===== config.mk =====
export PLATFORM = sky130hd
export DESIGN_NAME = pipe_main_ctrl
export DESIGN_NICKNAME = d
export VERILOG_FILES = /design/src/rtl/pipe_ctrl_pkg.sv /design/src/rtl/op_decode.sv /design/src/rtl/pipe_main_ctrl.sv
export SDC_FILE = /design/constraint.sdc
export NUM_CORES = 1
export LEC_CHECK = 0
export ABC_CLOCK_PERIOD_IN_PS = 2700
export BUFFER_PORTS_ARGS = -buffer_cell sky130_fd_sc_hd__buf_4
export CORE_ASPECT_RATIO = 0.9
export CORE_MARGIN = 3
export CORE_UTILIZATION = 55
export DETAILED_ROUTE_END_ITERATION = 10
export HOLD_SLACK_MARGIN = 0.08
export PLACE_DENSITY = 0.92
export SETUP_SLACK_MARGIN = 0.05
export SLEW_MARGIN = 25
export SYNTH_ARGS = -nofsm -noshare
export SYNTH_HDL_FRONTEND = slang
export SYNTH_SLANG_ARGS = --single-unit

===== constraint.sdc =====
create_clock -name clk -period 2.7 [get_ports clk]
set_input_delay 0.54 -clock clk [delete_from_list [all_inputs] [get_ports clk]]
set_output_delay 0.54 -clock clk [all_outputs]
set_load 0.01 [all_outputs]

===== src/rtl/pipe_ctrl_pkg.sv =====
`timescale 1ns/1ps
// pipe_ctrl_pkg
// Shared definitions for the pipeline main controller:
//   - opcode constants for the 4-bit base opcode space
//   - ALU operation codes driven into EX
//   - ctrl_t : the ID/EX control bundle
//   - CTRL_BUBBLE : the all-zero bundle used for bubbles
//   - state_e : controller FSM states
package pipe_ctrl_pkg;

    localparam logic [3:0] OP_RTYPE = 4'h0;
    localparam logic [3:0] OP_IN    = 4'h1;
    localparam logic [3:0] OP_OUT   = 4'h2;
    localparam logic [3:0] OP_JR    = 4'h3;
    localparam logic [3:0] OP_ADDI  = 4'h4;
    localparam logic [3:0] OP_ANDI  = 4'h5;
    localparam logic [3:0] OP_ORI   = 4'h6;
    localparam logic [3:0] OP_LW    = 4'h7;
    localparam logic [3:0] OP_SW    = 4'h8;
    localparam logic [3:0] OP_BEQ   = 4'h9;
    localparam logic [3:0] OP_BNE   = 4'hA;
    localparam logic [3:0] OP_J     = 4'hB;
    localparam logic [3:0] OP_JAL   = 4'hC;
    localparam logic [3:0] OP_RSVD  = 4'hD;
    localparam logic [3:0] OP_NOP   = 4'hE;
    localparam logic [3:0] OP_HALT  = 4'hF;

    localparam logic [2:0] ALU_ADD   = 3'd0;
    localparam logic [2:0] ALU_PASS  = 3'd1;
    localparam logic [2:0] ALU_SUB   = 3'd2;
    localparam logic [2:0] ALU_AND   = 3'd5;
    localparam logic [2:0] ALU_OR    = 3'd6;
    localparam logic [2:0] ALU_FUNCT = 3'd7;

    typedef struct packed {
        logic [2:0] alu_op;
        logic [1:0] regdst;
        logic [1:0] memtoreg;
        logic       alusrc;
        logic       memread;
        logic       memwrite;
        logic       regwrite;
        logic       branch;
        logic       branch_ne;
        logic       jump;
        logic       jump_r;
        logic       in_en;
        logic       out_en;
        logic       sext_mode;
    } ctrl_t;

    localparam ctrl_t CTRL_BUBBLE = '0;

    typedef enum logic [2:0] {
        ST_RUN      = 3'd0,
        ST_WAIT_IN  = 3'd1,
        ST_WAIT_OUT = 3'd2,
        ST_DRAIN    = 3'd3,
        ST_HALTED   = 3'd4
    } state_e;

endpackage


===== src/rtl/op_decode.sv =====
`timescale 1ns/1ps
// op_decode
// Purely combinational opcode decoder for the ID stage.
// Ports:
//   opcode  [OPCODE_W-1:0] in  : opcode of the instruction in ID
//   ctrl    ctrl_t         out : decoded control bundle (all zero for NOP,
//                                HALT and illegal opcodes)
//   illegal                out : opcode is reserved (D) or has high bits set
//   is_halt                out : opcode is HALT
module op_decode
    import pipe_ctrl_pkg::*;
#(
    parameter int OPCODE_W = 4
) (
    input  logic [OPCODE_W-1:0] opcode,
    output ctrl_t               ctrl,
    output logic                illegal,
    output logic                is_halt
);

    // Any set bit above the 4-bit base opcode space makes the opcode illegal.
    logic high_set;

    generate
        if (OPCODE_W > 4) begin : g_wide
            assign high_set = |opcode[OPCODE_W-1:4];
        end else begin : g_narrow
            assign high_set = 1'b0;
        end
    endgenerate

    always_comb begin
        ctrl    = CTRL_BUBBLE;
        illegal = 1'b0;
        is_halt = 1'b0;
        if (high_set) begin
            illegal = 1'b1;
        end else begin
            case (opcode[3:0])
                OP_RTYPE: begin
                    ctrl.alu_op   = ALU_FUNCT;
                    ctrl.regdst   = 2'd1;
                    ctrl.regwrite = 1'b1;
                end
                OP_IN: begin
                    ctrl.regdst   = 2'd1;
                    ctrl.regwrite = 1'b1;
                    ctrl.in_en    = 1'b1;
                end
                OP_OUT: begin
                    ctrl.alu_op = ALU_PASS;
                    ctrl.out_en = 1'b1;
                end
                OP_JR: begin
                    ctrl.jump_r = 1'b1;
                end
                OP_ADDI: begin
                    ctrl.alu_op    = ALU_ADD;
                    ctrl.alusrc    = 1'b1;
                    ctrl.regwrite  = 1'b1;
                    ctrl.sext_mode = 1'b0;
                end
                OP_ANDI: begin
                    ctrl.alu_op    = ALU_AND;
                    ctrl.alusrc    = 1'b1;
                    ctrl.regwrite  = 1'b1;
                    ctrl.sext_mode = 1'b1;
                end
                OP_ORI: begin
                    ctrl.alu_op    = ALU_OR;
                    ctrl.alusrc    = 1'b1;
                    ctrl.regwrite  = 1'b1;
                    ctrl.sext_mode = 1'b1;
                end
                OP_LW: begin
                    ctrl.alu_op   = ALU_ADD;
                    ctrl.alusrc   = 1'b1;
                    ctrl.memtoreg = 2'd1;
                    ctrl.memread  = 1'b1;
                    ctrl.regwrite = 1'b1;
                end
                OP_SW: begin
                    ctrl.alu_op   = ALU_ADD;
                    ctrl.alusrc   = 1'b1;
                    ctrl.memwrite = 1'b1;
                end
                OP_BEQ: begin
                    ctrl.alu_op = ALU_SUB;
                    ctrl.branch = 1'b1;
                end
                OP_BNE: begin
                    ctrl.alu_op    = ALU_SUB;
                    ctrl.branch_ne = 1'b1;
                end
                OP_J: begin
                    ctrl.jump = 1'b1;
                end
                OP_JAL: begin
                    ctrl.regdst   = 2'd2;
                    ctrl.memtoreg = 2'd2;
                    ctrl.regwrite = 1'b1;
                    ctrl.jump     = 1'b1;
                end
                OP_NOP: begin
                end
                OP_HALT: begin
                    is_halt = 1'b1;
                end
                default: begin
                    // Only OP_RSVD reaches here.
                    illegal = 1'b1;
                end
            endcase
        end
    end

endmodule


===== src/rtl/pipe_main_ctrl.sv =====
`timescale 1ns/1ps
// pipe_main_ctrl
// Main pipeline controller: decodes the ID opcode, registers the ID/EX
// control bundle, inserts bubbles for stall/flush, waits on external I/O
// handshakes for IN/OUT, and drains the pipeline before halting.
// Ports:
//   clk, rst (sync, active-high)
//   opcode, id_valid       : instruction in ID
//   stall, flush           : hazard unit controls (flush wins)
//   in_valid, out_ready    : external I/O handshake
//   ex_*                   : registered ID/EX control bundle
//   ex_valid, ex_illegal   : bundle is real / illegal-opcode pulse
//   pc_hold (comb)         : freeze PC and IF/ID
//   halted                 : sticky halt status
module pipe_main_ctrl
    import pipe_ctrl_pkg::*;
#(
    parameter int OPCODE_W     = 4,
    parameter int ALUOP_W      = 3,
    parameter int DRAIN_CYCLES = 3
) (
    input  logic                clk,
    input  logic                rst,
    input  logic [OPCODE_W-1:0] opcode,
    input  logic                id_valid,
    input  logic                stall,
    input  logic                flush,
    input  logic                in_valid,
    input  logic                out_ready,
    output logic [ALUOP_W-1:0]  ex_alu_op,
    output logic [1:0]          ex_regdst,
    output logic [1:0]          ex_memtoreg,
    output logic                ex_alusrc,
    output logic                ex_memread,
    output logic                ex_memwrite,
    output logic                ex_regwrite,
    output logic                ex_branch,
    output logic                ex_branch_ne,
    output logic                ex_jump,
    output logic                ex_jump_r,
    output logic                ex_in,
    output logic                ex_out,
    output logic                ex_sext_mode,
    output logic                ex_valid,
    output logic                ex_illegal,
    output logic                pc_hold,
    output logic                halted
);

    localparam int CNT_W = $clog2(DRAIN_CYCLES + 1);

    localparam logic [2:0] S_RUN      = ST_RUN;
    localparam logic [2:0] S_WAIT_IN  = ST_WAIT_IN;
    localparam logic [2:0] S_WAIT_OUT = ST_WAIT_OUT;
    localparam logic [2:0] S_DRAIN    = ST_DRAIN;
    localparam logic [2:0] S_HALTED   = ST_HALTED;

    ctrl_t             dec;
    logic              dec_illegal;
    logic              dec_halt;

    logic [2:0]        state, state_n;
    logic [CNT_W-1:0]  cnt, cnt_n;
    ctrl_t             ex_q, ex_n;
    logic              valid_q, valid_n;
    logic              illegal_q, illegal_n;
    logic              hold_c;

    op_decode #(
        .OPCODE_W (OPCODE_W)
    ) u_decode (
        .opcode  (opcode),
        .ctrl    (dec),
        .illegal (dec_illegal),
        .is_halt (dec_halt)
    );

    always_comb begin
        state_n   = state;
        cnt_n     = cnt;
        ex_n      = CTRL_BUBBLE;
        valid_n   = 1'b0;
        illegal_n = 1'b0;
        hold_c    = 1'b0;
        case (state)
            S_RUN: begin
                hold_c = stall & ~flush;
                if (id_valid && !stall && !flush) begin
                    if (dec_halt) begin
                        // HALT itself never reaches EX; it only starts the drain.
                        state_n = S_DRAIN;
                        cnt_n   = CNT_W'(DRAIN_CYCLES);
                    end else if (dec.in_en && !in_valid) begin
                        state_n = S_WAIT_IN;
                        hold_c  = 1'b1;
                    end else if (dec.out_en && !out_ready) begin
                        state_n = S_WAIT_OUT;
                        hold_c  = 1'b1;
                    end else begin
                        ex_n      = dec;
                        valid_n   = 1'b1;
                        illegal_n = dec_illegal;
                    end
                end
            end
            S_WAIT_IN, S_WAIT_OUT: begin
                hold_c = 1'b1;
                if (flush) begin
                    state_n = S_RUN;
                end else if ((state == S_WAIT_IN) ? (in_valid && !stall)
                                                  : (out_ready && !stall)) begin
                    // Release the freeze on the issuing edge so the held IN/OUT
                    // leaves IF/ID instead of being issued a second time.
                    ex_n    = dec;
                    valid_n = 1'b1;
                    hold_c  = 1'b0;
                    state_n = S_RUN;
                end
            end
            S_DRAIN: begin
                hold_c = 1'b1;
                if (cnt != '0) begin
                    cnt_n = cnt - CNT_W'(1);
                end
                if (cnt <= CNT_W'(1)) begin
                    state_n = S_HALTED;
                end
            end
            S_HALTED: begin
                hold_c = 1'b1;
            end
            default: begin
                state_n = S_RUN;
            end
        endcase
    end

    always_ff @(posedge clk) begin
        if (rst) begin
            state     <= S_RUN;
            cnt       <= '0;
            ex_q      <= CTRL_BUBBLE;
            valid_q   <= 1'b0;
            illegal_q <= 1'b0;
        end else begin
            state     <= state_n;
            cnt       <= cnt_n;
            ex_q      <= ex_n;
            valid_q   <= valid_n;
            illegal_q <= illegal_n;
        end
    end

    assign pc_hold      = hold_c & ~rst;
    assign halted       = (state == S_HALTED);
    assign ex_valid     = valid_q;
    assign ex_illegal   = illegal_q;
    assign ex_alu_op    = ALUOP_W'(ex_q.alu_op);
    assign ex_regdst    = ex_q.regdst;
    assign ex_memtoreg  = ex_q.memtoreg;
    assign ex_alusrc    = ex_q.alusrc;
    assign ex_memread   = ex_q.memread;
    assign ex_memwrite  = ex_q.memwrite;
    assign ex_regwrite  = ex_q.regwrite;
    assign ex_branch    = ex_q.branch;
    assign ex_branch_ne = ex_q.branch_ne;
    assign ex_jump      = ex_q.jump;
    assign ex_jump_r    = ex_q.jump_r;
    assign ex_in        = ex_q.in_en;
    assign ex_out       = ex_q.out_en;
    assign ex_sext_mode = ex_q.sext_mode;

endmodule


=== Word-level counts from Yosys, hierarchy flattened ===
Cells that the tools add are included.

* Register bits: 25
* Output and inout bits: 22

* Add/subtract/negate cells: 1
* Magnitude comparators: 1
* Equal/unequal tests: 24
* Multiplexer cells: 50
* Bitwise operators: 7
* Reduce and logical (&&, ||, !) cells: 26

{| class="wikitable"
|+ Operator list
! operator !! count
|-
| $mux 18 || 6
|-
| $pmux 18 s2 || 1
|-
| $eq 4x4->1 const B || 7
|-
| $mux 1 || 26
|-
| $mux 3 || 7
|-
| $eq 4x3->1 const B || 4
|-
| $pmux 3 s5 || 1
|-
| $reduce_or 15->1 || 1
|-
| $pmux 2 s2 || 3
|-
| $pmux 3 s4 || 1
|-
| $reduce_or 2->1 || 6
|-
| $eq 4x2->1 const B || 2
|-
| $ne 2x2->1 const B || 4
|-
| $reduce_or 7->1 || 1
|-
| $eq 3x2->1 const B || 2
|-
| $logic_and 1x1->1 || 6
|-
| $mux 2 || 3
|-
| $reduce_or 6->1 || 1
|-
| $not 1->1 || 5
|-
| $reduce_and 5->1 || 1
|-
| $reduce_or 5->1 || 1
|-
| $eq 4x1->1 const B || 1
|-
| $logic_not 1->1 || 4
|-
| $logic_not 4->1 || 1
|-
| 12 further kinds || 14
|}

=== Longest topological paths before layout ===
Gate-level depths: netlist (run 1).

* Depth after elaboration: 9
* Gate-level depth with buffers: 6

=== Cells and area by module ===
Synthesis (run 1) repeated with hierarchy kept, for this count alone.

* Cell total of the unflattened synthesis: 143
* Area total of the unflattened synthesis: 1,293.7 um^2

{| class="wikitable"
|+ By module, submodules not included
! module !! times used !! cells each !! area an instance (um^2) !! seq. area each (um^2)
|-
| pipe_main_ctrl || 1 || 106 || 1,058.5 || 500.5
|-
| op_decode || 1 || 37 || 235.2 || 0.0
|}

=== Worst setup path after synthesis (run 1) ===
Ideal clock, no wire load.

* Path type: input-to-output
* From: input port opcode[0]
* To: output port pc_hold
* Arrival time: 1.424 ns
* Slack: 0.736 ns
* Stages: 5
* Buffers on the path: 1
* Path through: clkbuf_1 > nor3b_1 > o21ai_2 > o21ai_0 > a31o_2

* Longest elaborated chain between the ends: 9
* Elaborated cells on any way between the ends: 14
* Classes of those cells: eq/ne: 3; mux: 8; bitwise: 1; reduce/logical: 2

{| class="wikitable"
|+ RTL lines
! what !! RTL line !! RTL
|-
| from (decl) || pipe_main_ctrl.sv:24 || <nowiki>input logic [OPCODE_W-1:0] opcode,</nowiki>
|-
| $eq 4x2->1 || op_decode.sv:39 || <nowiki>case (opcode[3:0])</nowiki>
|-
| $mux 1 || op_decode.sv:39 ||
|-
| $logic_and 1x1->1 || pipe_main_ctrl.sv:96 || <nowiki>end else if (dec.out_en && !out_ready) begin</nowiki>
|-
| $mux 1 || pipe_main_ctrl.sv:96 ||
|-
| $mux 1 || pipe_main_ctrl.sv:93 || <nowiki>end else if (dec.in_en && !in_valid) begin</nowiki>
|-
| $mux 1 (*) || pipe_main_ctrl.sv:89 || <nowiki>if (dec_halt) begin</nowiki>
|-
| $mux 1 (*) || pipe_main_ctrl.sv:88 || <nowiki>if (id_valid && !stall && !flush) begin</nowiki>
|-
| $pmux 1 s3 (*) || pipe_main_ctrl.sv:85 || <nowiki>case (state)</nowiki>
|-
| $and 1x1->1 (*) || pipe_main_ctrl.sv:154 || <nowiki>assign pc_hold = hold_c & ~rst;</nowiki>
|-
| to (decl) || pipe_main_ctrl.sv:46 || <nowiki>output logic pc_hold,</nowiki>
|}

Every way passes the cells marked *; elsewhere a longest branch is shown, timed or not.

=== Worst setup path in the final report (run 1) ===
* From: register state[0]
* To: output port pc_hold

* Longest elaborated chain between the ends: 6
* Elaborated cells on any way between the ends: 12
* Classes of those cells: eq/ne: 4; mux: 4; bitwise: 1; reduce/logical: 3

{| class="wikitable"
|+ RTL lines
! what !! RTL line !! RTL
|-
| from (decl) || pipe_main_ctrl.sv:62 || <nowiki>logic [2:0] state, state_n;</nowiki>
|-
| from (signal assigned) || pipe_main_ctrl.sv:146 || <nowiki>state <= state_n;</nowiki>
|-
| $eq 3x1->1 || pipe_main_ctrl.sv:85, pipe_main_ctrl.sv:110 ||
|-
| $mux 1 (2 in a row) || pipe_main_ctrl.sv:110 || <nowiki>end else if ((state == S_WAIT_IN) ? (in_valid && !stall)</nowiki>
|-
| $mux 1 || pipe_main_ctrl.sv:108 || <nowiki>if (flush) begin</nowiki>
|-
| $pmux 1 s3 (*) || pipe_main_ctrl.sv:85 ||
|-
| $and 1x1->1 (*) || pipe_main_ctrl.sv:154 ||
|}

Marks and branches as above.

==> flow_metrics.tcl, run 1 <==
set metrics [dict create \
    gp_congestion 0.8666 \
    synth_ff_type "dfxtp_1" \
    multi_input_area_um2 681.9 \
    powerDensity_mw_per_mm2 467.9 \
    critPathKind "flop to primary output" \
    hold_class "input pin to flop" \
    timing.rr.end "ex_regdst[1]" \
    cap_violations 0 \
    grt_max_degree 20 \
    dp.cells 186 \
    fp-row-count 15 \
    power.net_switching_uw 164.4 \
    htreeDepth 1 \
    max_freq_ghz 0.4454 \
    synthTopCellsByArea "dfxtp_1, nor2_1, nor3b_1" \
    ios 33 \
    cts_resized 0 \
    crit_path_end_kind "primary output" \
    drive_gt1_frac 0.2970 \
    cp-start-kind "flop" \
    clock_latency_ns 0.32 \
    syn_area_mm2 0.001261 \
    die_w_um 56.48 \
    min_period_ns 2.245 \
    instances_no_fill 190 \
    n_fill_cell 152 \
    cp-endpoint "pc_hold" \
    n_antenna_cell 0 \
    drt_iter0_markers 55 \
    grt_pass1_wl_mm 5.071 \
    dr.pass1.iters 4 \
    synthCells 142 \
    slew_viol_final 0 \
    via_per_inst 6.126 \
    swShare 0.2329 \
    dr_total_vias 1164 \
    final_core_util 0.7376 \
    cts_buffer_depth 2 \
    hold_viol 0 \
    dieArea_mm2 0.002905 \
    required_ns 2.16 \
    nNetsFinal 179 \
    ys_async_sr_fraction 0 \
    die_h_um 51.43 \
    status "finished clean" \
    critical_path.max_fanout 13 \
    hold_buffers 0 \
    grtUsageTotal 0.2267 \
    dp_slack_ns 0.5929 \
    vdd_drop_max_mv 0.3205 \
    syn-num-nets 155 \
    ant_nets 0 \
    synth_edf_count 0 \
    ys_ff_latch 24 \
    internal_power_uw 541.6 \
    cts_buffers 3 \
    post_drt_wl_per_cell_um 15.48 \
    crit_arrival_ns 1.71 \
    yosysWarnings 0 \
    drt-total-wl_mm 2.942 \
    worst_slew_pin_slew_ns 0.7082 \
    grt_overflow 0 \
    initial_core_util 0.6165 \
    cts.sinks 24 \
    seqCellArea_um2 480.5 \
    avgSynthCellArea_um2 8.882 \
    p_comb_frac 0.124 \
    pwr-share-clk 0.369 \
    ys_seq_area_frac 0.3810 \
    cts_tree "yes" \
    synth_top_area_cell "dfxtp_1" \
    finalSetupTns_ns 0 \
    reg2reg_depth 4 \
    port_buffers 32 \
    rsz0062_at_grt "false" \
    r2r_slack_ns 0.85 \
    grt_pass1_vias 1062 \
    cts_root_buf "clkbuf_4" \
    setup_ws_ns 0.4546 \
    p_leak_nw 0.6004 \
    synthToLayoutAreaGrowth_pct 19.64 \
    yosys.cell_types.count 45 \
    path_clk_slew_ns 0.13 \
    yosys.area.top_type_share 0.3810 \
    worstSetupStartpoint "state[0]" \
    antenna_found_initial 0 \
    fin_crit_sh 0.8316 \
    place_hpwl_mm 2.155 \
    setup_viol 0 \
    post-route-drc-count 0 \
    skew_ns 0.006732 \
    cts_setup_buffers 0 \
    timing.rr.start "state[0]" \
    core_mm2 0.002046 \
    slew_headroom 0.5264 \
    power_frac_seq 0.507 \
]
## Yosys cell counts, types with 2 or more instances
cell type  instances
a211oi_1           4
a21oi_1            4
a31o_2             2
buf_2              4
buf_4              2
buf_6              2
clkbuf_1           5
dfxtp_1           24
ha_1               2
inv_1              6
nand2_1           10
nand2b_1           2
nor2_1            13
nor2b_1            7
nor3_1             6
nor3_2             2
nor3b_1            6
nor4_1             4
nor4b_1            3
o21ai_0            8
o32ai_1            2
## worst max-delay path, cell delays in order (launching register included)
cell and delay [ns]:
dfxtp_1 0.60, o22ai_1 0.15, a2111oi_0 0.36, a31o_2 0.16, buf_4 0.11
## through the flow
step | power [mW] | hold slack, ns | instance area (um2)
after floorplan | 0.4241 | 0.4662 | 1261
after global placement | 0.4498 | 0.4910 | 1456
after detailed placement | 0.4522 | 0.4966 | 1456
after CTS | 0.7097 | 0.4408 | 1509
after global routing | 0.7358 | 0.4356 | 1509
final | 0.7061 | 0.4475 | 1509
## routing by layer
metal | wire length (um) | up-vias | global-route usage
met3 | 232 | 9 | 0.05556
met2 | 1371 | 56 | 0.3423
met1 | 1247 | 540 | 0.3037
met5 | 0 | - | 0
met4 | 91 | 0 | 0.1028
li1 | - | 559 | -
## kinds of logic (layout without fill, tap and decap cells)
kind of cell,count (synthesis),count (layout),synth area share
xor+xnor,1,1,0.006946
compound gates,30,30,0.1756
buf+inv,19,42,0.07837
simple gates,66,66,0.3383
fa+ha+maj,2,2,0.01984
flops,24,24,0.3810
## cells in the final DEF (no fill, tap or decap), types with 3 or more instances in the layout
master,count
inv_1,6
o21ai_0,8
nor2b_1,7
nor3b_1,6
dfxtp_1,24
nor2_1,13
a211oi_1,4
nor3_1,6
nor4b_1,3
nor4_1,4
buf_4,32
a21oi_1,4
nand2_1,10
clkbuf_4,3
## how the worst min path moves through the flow
stage / slack [ns] / start / end / depth (start not counted)
detailed placement: 0.50 / cnt[0] / cnt[0] / 1
finish: 0.45 / rst / cnt[0] / 2
global placement: 0.49 / cnt[0] / cnt[0] / 1
floorplan: 0.47 / cnt[0] / cnt[0] / 1
global route: 0.44 / rst / cnt[1] / 2
CTS: 0.44 / rst / cnt[0] / 2
## flip-flops by register name (all words and copies together) (netlist names)
| signal | count |
|---|---|
| ex_regwrite | 1 |
| ex_out | 1 |
| ex_branch | 1 |
| ex_regdst | 2 |
| ex_alusrc | 1 |
| ex_in | 1 |
| ex_memread | 1 |
| ex_illegal | 1 |
| state | 3 |
| ex_jump_r | 1 |
| cnt | 2 |
| ex_memtoreg | 1 |
| ex_valid | 1 |
| ex_branch_ne | 1 |
| ex_jump | 1 |
| ex_sext_mode | 1 |
| ex_memwrite | 1 |
| ex_alu_op | 3 |
## layout make-up
class | count | area share
tap | 25 | 0.02073
multi-input combinational | 99 | 0.4519
inverter | 6 | 0.01493
timing repair buffer | 32 | 0.1592
sequential | 24 | 0.3184
clock inverter | 1 | 0.01990
clock buffer | 3 | 0.01493
## power groups by stage
stage / Combinational [mW] / Clock [mW] / Sequential (mW)
after floorplan: 0.0579 / 0 / 0.366
after global placement: 0.0842 / 0 / 0.366
after CTS: 0.0870 / 0.265 / 0.358
after global routing: 0.0966 / 0.281 / 0.358
final: 0.0879 / 0.260 / 0.358
after detailed placement: 0.0864 / 0 / 0.366
No activity file was read; power rests on OpenSTA's default activity.
==> run 2, diff against run 1 <==
--- a/config.mk
+++ b/config.mk
@@ -5,14 +5,14 @@
 export SDC_FILE = /design/constraint.sdc
 export NUM_CORES = 1
 export LEC_CHECK = 0
-export ABC_CLOCK_PERIOD_IN_PS = 2700
+export ABC_CLOCK_PERIOD_IN_PS = 1800
 export BUFFER_PORTS_ARGS = -buffer_cell sky130_fd_sc_hd__buf_4
 export CORE_ASPECT_RATIO = 0.9
 export CORE_MARGIN = 3
-export CORE_UTILIZATION = 55
+export CORE_UTILIZATION = 46
 export DETAILED_ROUTE_END_ITERATION = 10
 export HOLD_SLACK_MARGIN = 0.08
-export PLACE_DENSITY = 0.92
+export PLACE_DENSITY = 0.83
 export SETUP_SLACK_MARGIN = 0.05
 export SLEW_MARGIN = 25
 export SYNTH_ARGS = -nofsm -noshare
==> constraint.sdc (replaced) <==
create_clock -name clk -period 1.8 [get_ports clk]
set_input_delay 0.36 -clock clk [delete_from_list [all_inputs] [get_ports clk]]
set_output_delay 0.36 -clock clk [all_outputs]
set_load 0.01 [all_outputs]
==> flow_metrics.tcl, run 2 (synthesized netlist as in run 1, its figures left out) <==
set metrics [dict create \
    max_freq_ghz 0.5888 \
    cts_buffers 3 \
    dr.pass1.iters 4 \
    fin_crit_sh 0.9436 \
    crit_path_end_kind "primary output" \
    gp_congestion 0.9336 \
    cp-start-kind "flop" \
    n_antenna_cell 0 \
    dieArea_mm2 0.003407 \
    cts_root_buf "clkbuf_4" \
    ant_nets 0 \
    nNetsFinal 192 \
    hold_viol 0 \
    core_mm2 0.002531 \
    initial_core_util 0.4983 \
    hold_class "input pin to flop" \
    die_h_um 55.68 \
    power_frac_seq 0.554 \
    htreeDepth 1 \
    finalSetupTns_ns 0 \
    drive_gt1_frac 0.4101 \
    powerDensity_mw_per_mm2 580.3 \
    layout_commonest_cell "buf_4" \
    final_core_util 0.6535 \
    port_buffers 32 \
    cts_buffer_depth 2 \
    swShare 0.2507 \
    p_leak_nw 0.6722 \
    required_ns 1.44 \
    slew_headroom 0.7176 \
    grtUsageTotal 0.1930 \
    post-route-drc-count 0 \
    setup_viol 0 \
    worst_hold_slack_ns 0.2895 \
    die_w_um 61.20 \
    hold_buffers 0 \
    pwr-share-clk 0.289 \
    clock_latency_ns 0.31 \
    cts_tree "yes" \
    crit_arrival_ns 1.34 \
    grt_overflow 0 \
    totalPowerFinal_uw 959.8 \
    cts.sinks 24 \
    rsz0062_at_grt "true" \
    cap_violations 0 \
    critical_path.max_fanout 5 \
    critPathKind "flop to primary output" \
    final_cell_mix "buf_4, dfxtp_1, nor2_1, nand2_1, o21ai_0" \
    grt_max_degree 17 \
    vdd_drop_max_mv 0.5423 \
    post_drt_wl_per_cell_um 15.23 \
    grt_pass1_wl_mm 5.140 \
    internal_power_uw 719.2 \
    fp-row-count 17 \
    skew_ns 0.0006646 \
    status "finished clean" \
    dr_total_vias 1224 \
    p_comb_frac 0.157 \
    cp_slowest_cell "dfxtp_4" \
    grt_pass1_vias 1099 \
    cp_cell_sequence "o22ai_2, a2111oi_2, a31o_2, buf_6" \
    place_hpwl_mm 2.261 \
    drt-total-wl_mm 3.137 \
    slowest_delay_ns 0.41 \
    ios 33 \
    path_clk_slew_ns 0.12 \
    power.net_switching_uw 240.6 \
    drt_iter0_markers 32 \
    min_period_ns 1.698 \
    worst_slew_pin_slew_ns 0.4191 \
    synthToLayoutAreaGrowth_pct 31.15 \
    slew_viol_final 0 \
    via_per_inst 5.942 \
    antenna_found_initial 0 \
]
[run 2: cell type report]
type | instances | area (um2)
fillers | 206 | 877.1
repair buffers | 45 | 341.6
inverters | 6 | 22.52
well taps | 28 | 35.03
flip-flops and latches | 24 | 491.7
clock buffers | 4 | 36.28
multi-input cells | 99 | 726.9
[run 2: metal layers]
layer | share of wire | vias to the layer above | track usage
li1 | - | 585 | -
met1 | 0.42 | 573 | 0.2581
met2 | 0.49 | 56 | 0.2961
met3 | 0.067 | 10 | 0.05568
met4 | 0.022 | 0 | 0.05573
met5 | 0 | - | 0
[run 2: worst paths after layout]
| check | slack, ns | depth (start not counted) | start | endpoint |
|---|---|---|---|---|
| setup / recovery | 0.10 | 4 | state[1] | pc_hold |
| hold / removal | 0.29 | 2 | rst | cnt[1] |
| setup reg to reg | 0.12 | 7 | state[0] | ex_regdst[1] |
| hold reg to reg | 0.55 | 1 | cnt[0] | cnt[0] |
[run 2: through the flow]
step | std cells | worst slack [ns] | instance area, um2
5_1_grt | 206 | -0.01706 | 1654
2_1_floorplan | 142 | 0.1961 | 1261
3_3_place_gp | 197 | 0.1110 | 1520
6_report | 206 | 0.1016 | 1654
4_1_cts | 205 | 0.05609 | 1612
3_5_place_dp | 197 | 0.1356 | 1520
[run 2: power by group through the flow]
stage                     logic, mW  registers [mW]  clock network [mW]
after global placement        0.138           0.548                   0
after floorplan              0.0868           0.549                   0
after CTS                     0.145           0.533               0.288
final                         0.151           0.532               0.277
after detailed placement      0.141           0.549                   0
after global routing          0.165           0.533               0.315
[run 2: worst max-delay path: cells and delay by family, from the launching register on]
kind                   cells  cell delay [ns]
DFF                        1             0.41
AOI/OAI and AO/OA          3             0.52
buffers and inverters      1             0.09
[run 2: timing repair]
| action | CTS | global route |
|---|---|---|
| hold endpoints to repair | 0 | 0 |
| gates resized for setup | 9 | 8 |
| setup endpoints to repair | 1 | 12 |
| cloned | 0 | 0 |
| pin swaps | 1 | 3 |
| setup buffers | 4 | 1 |
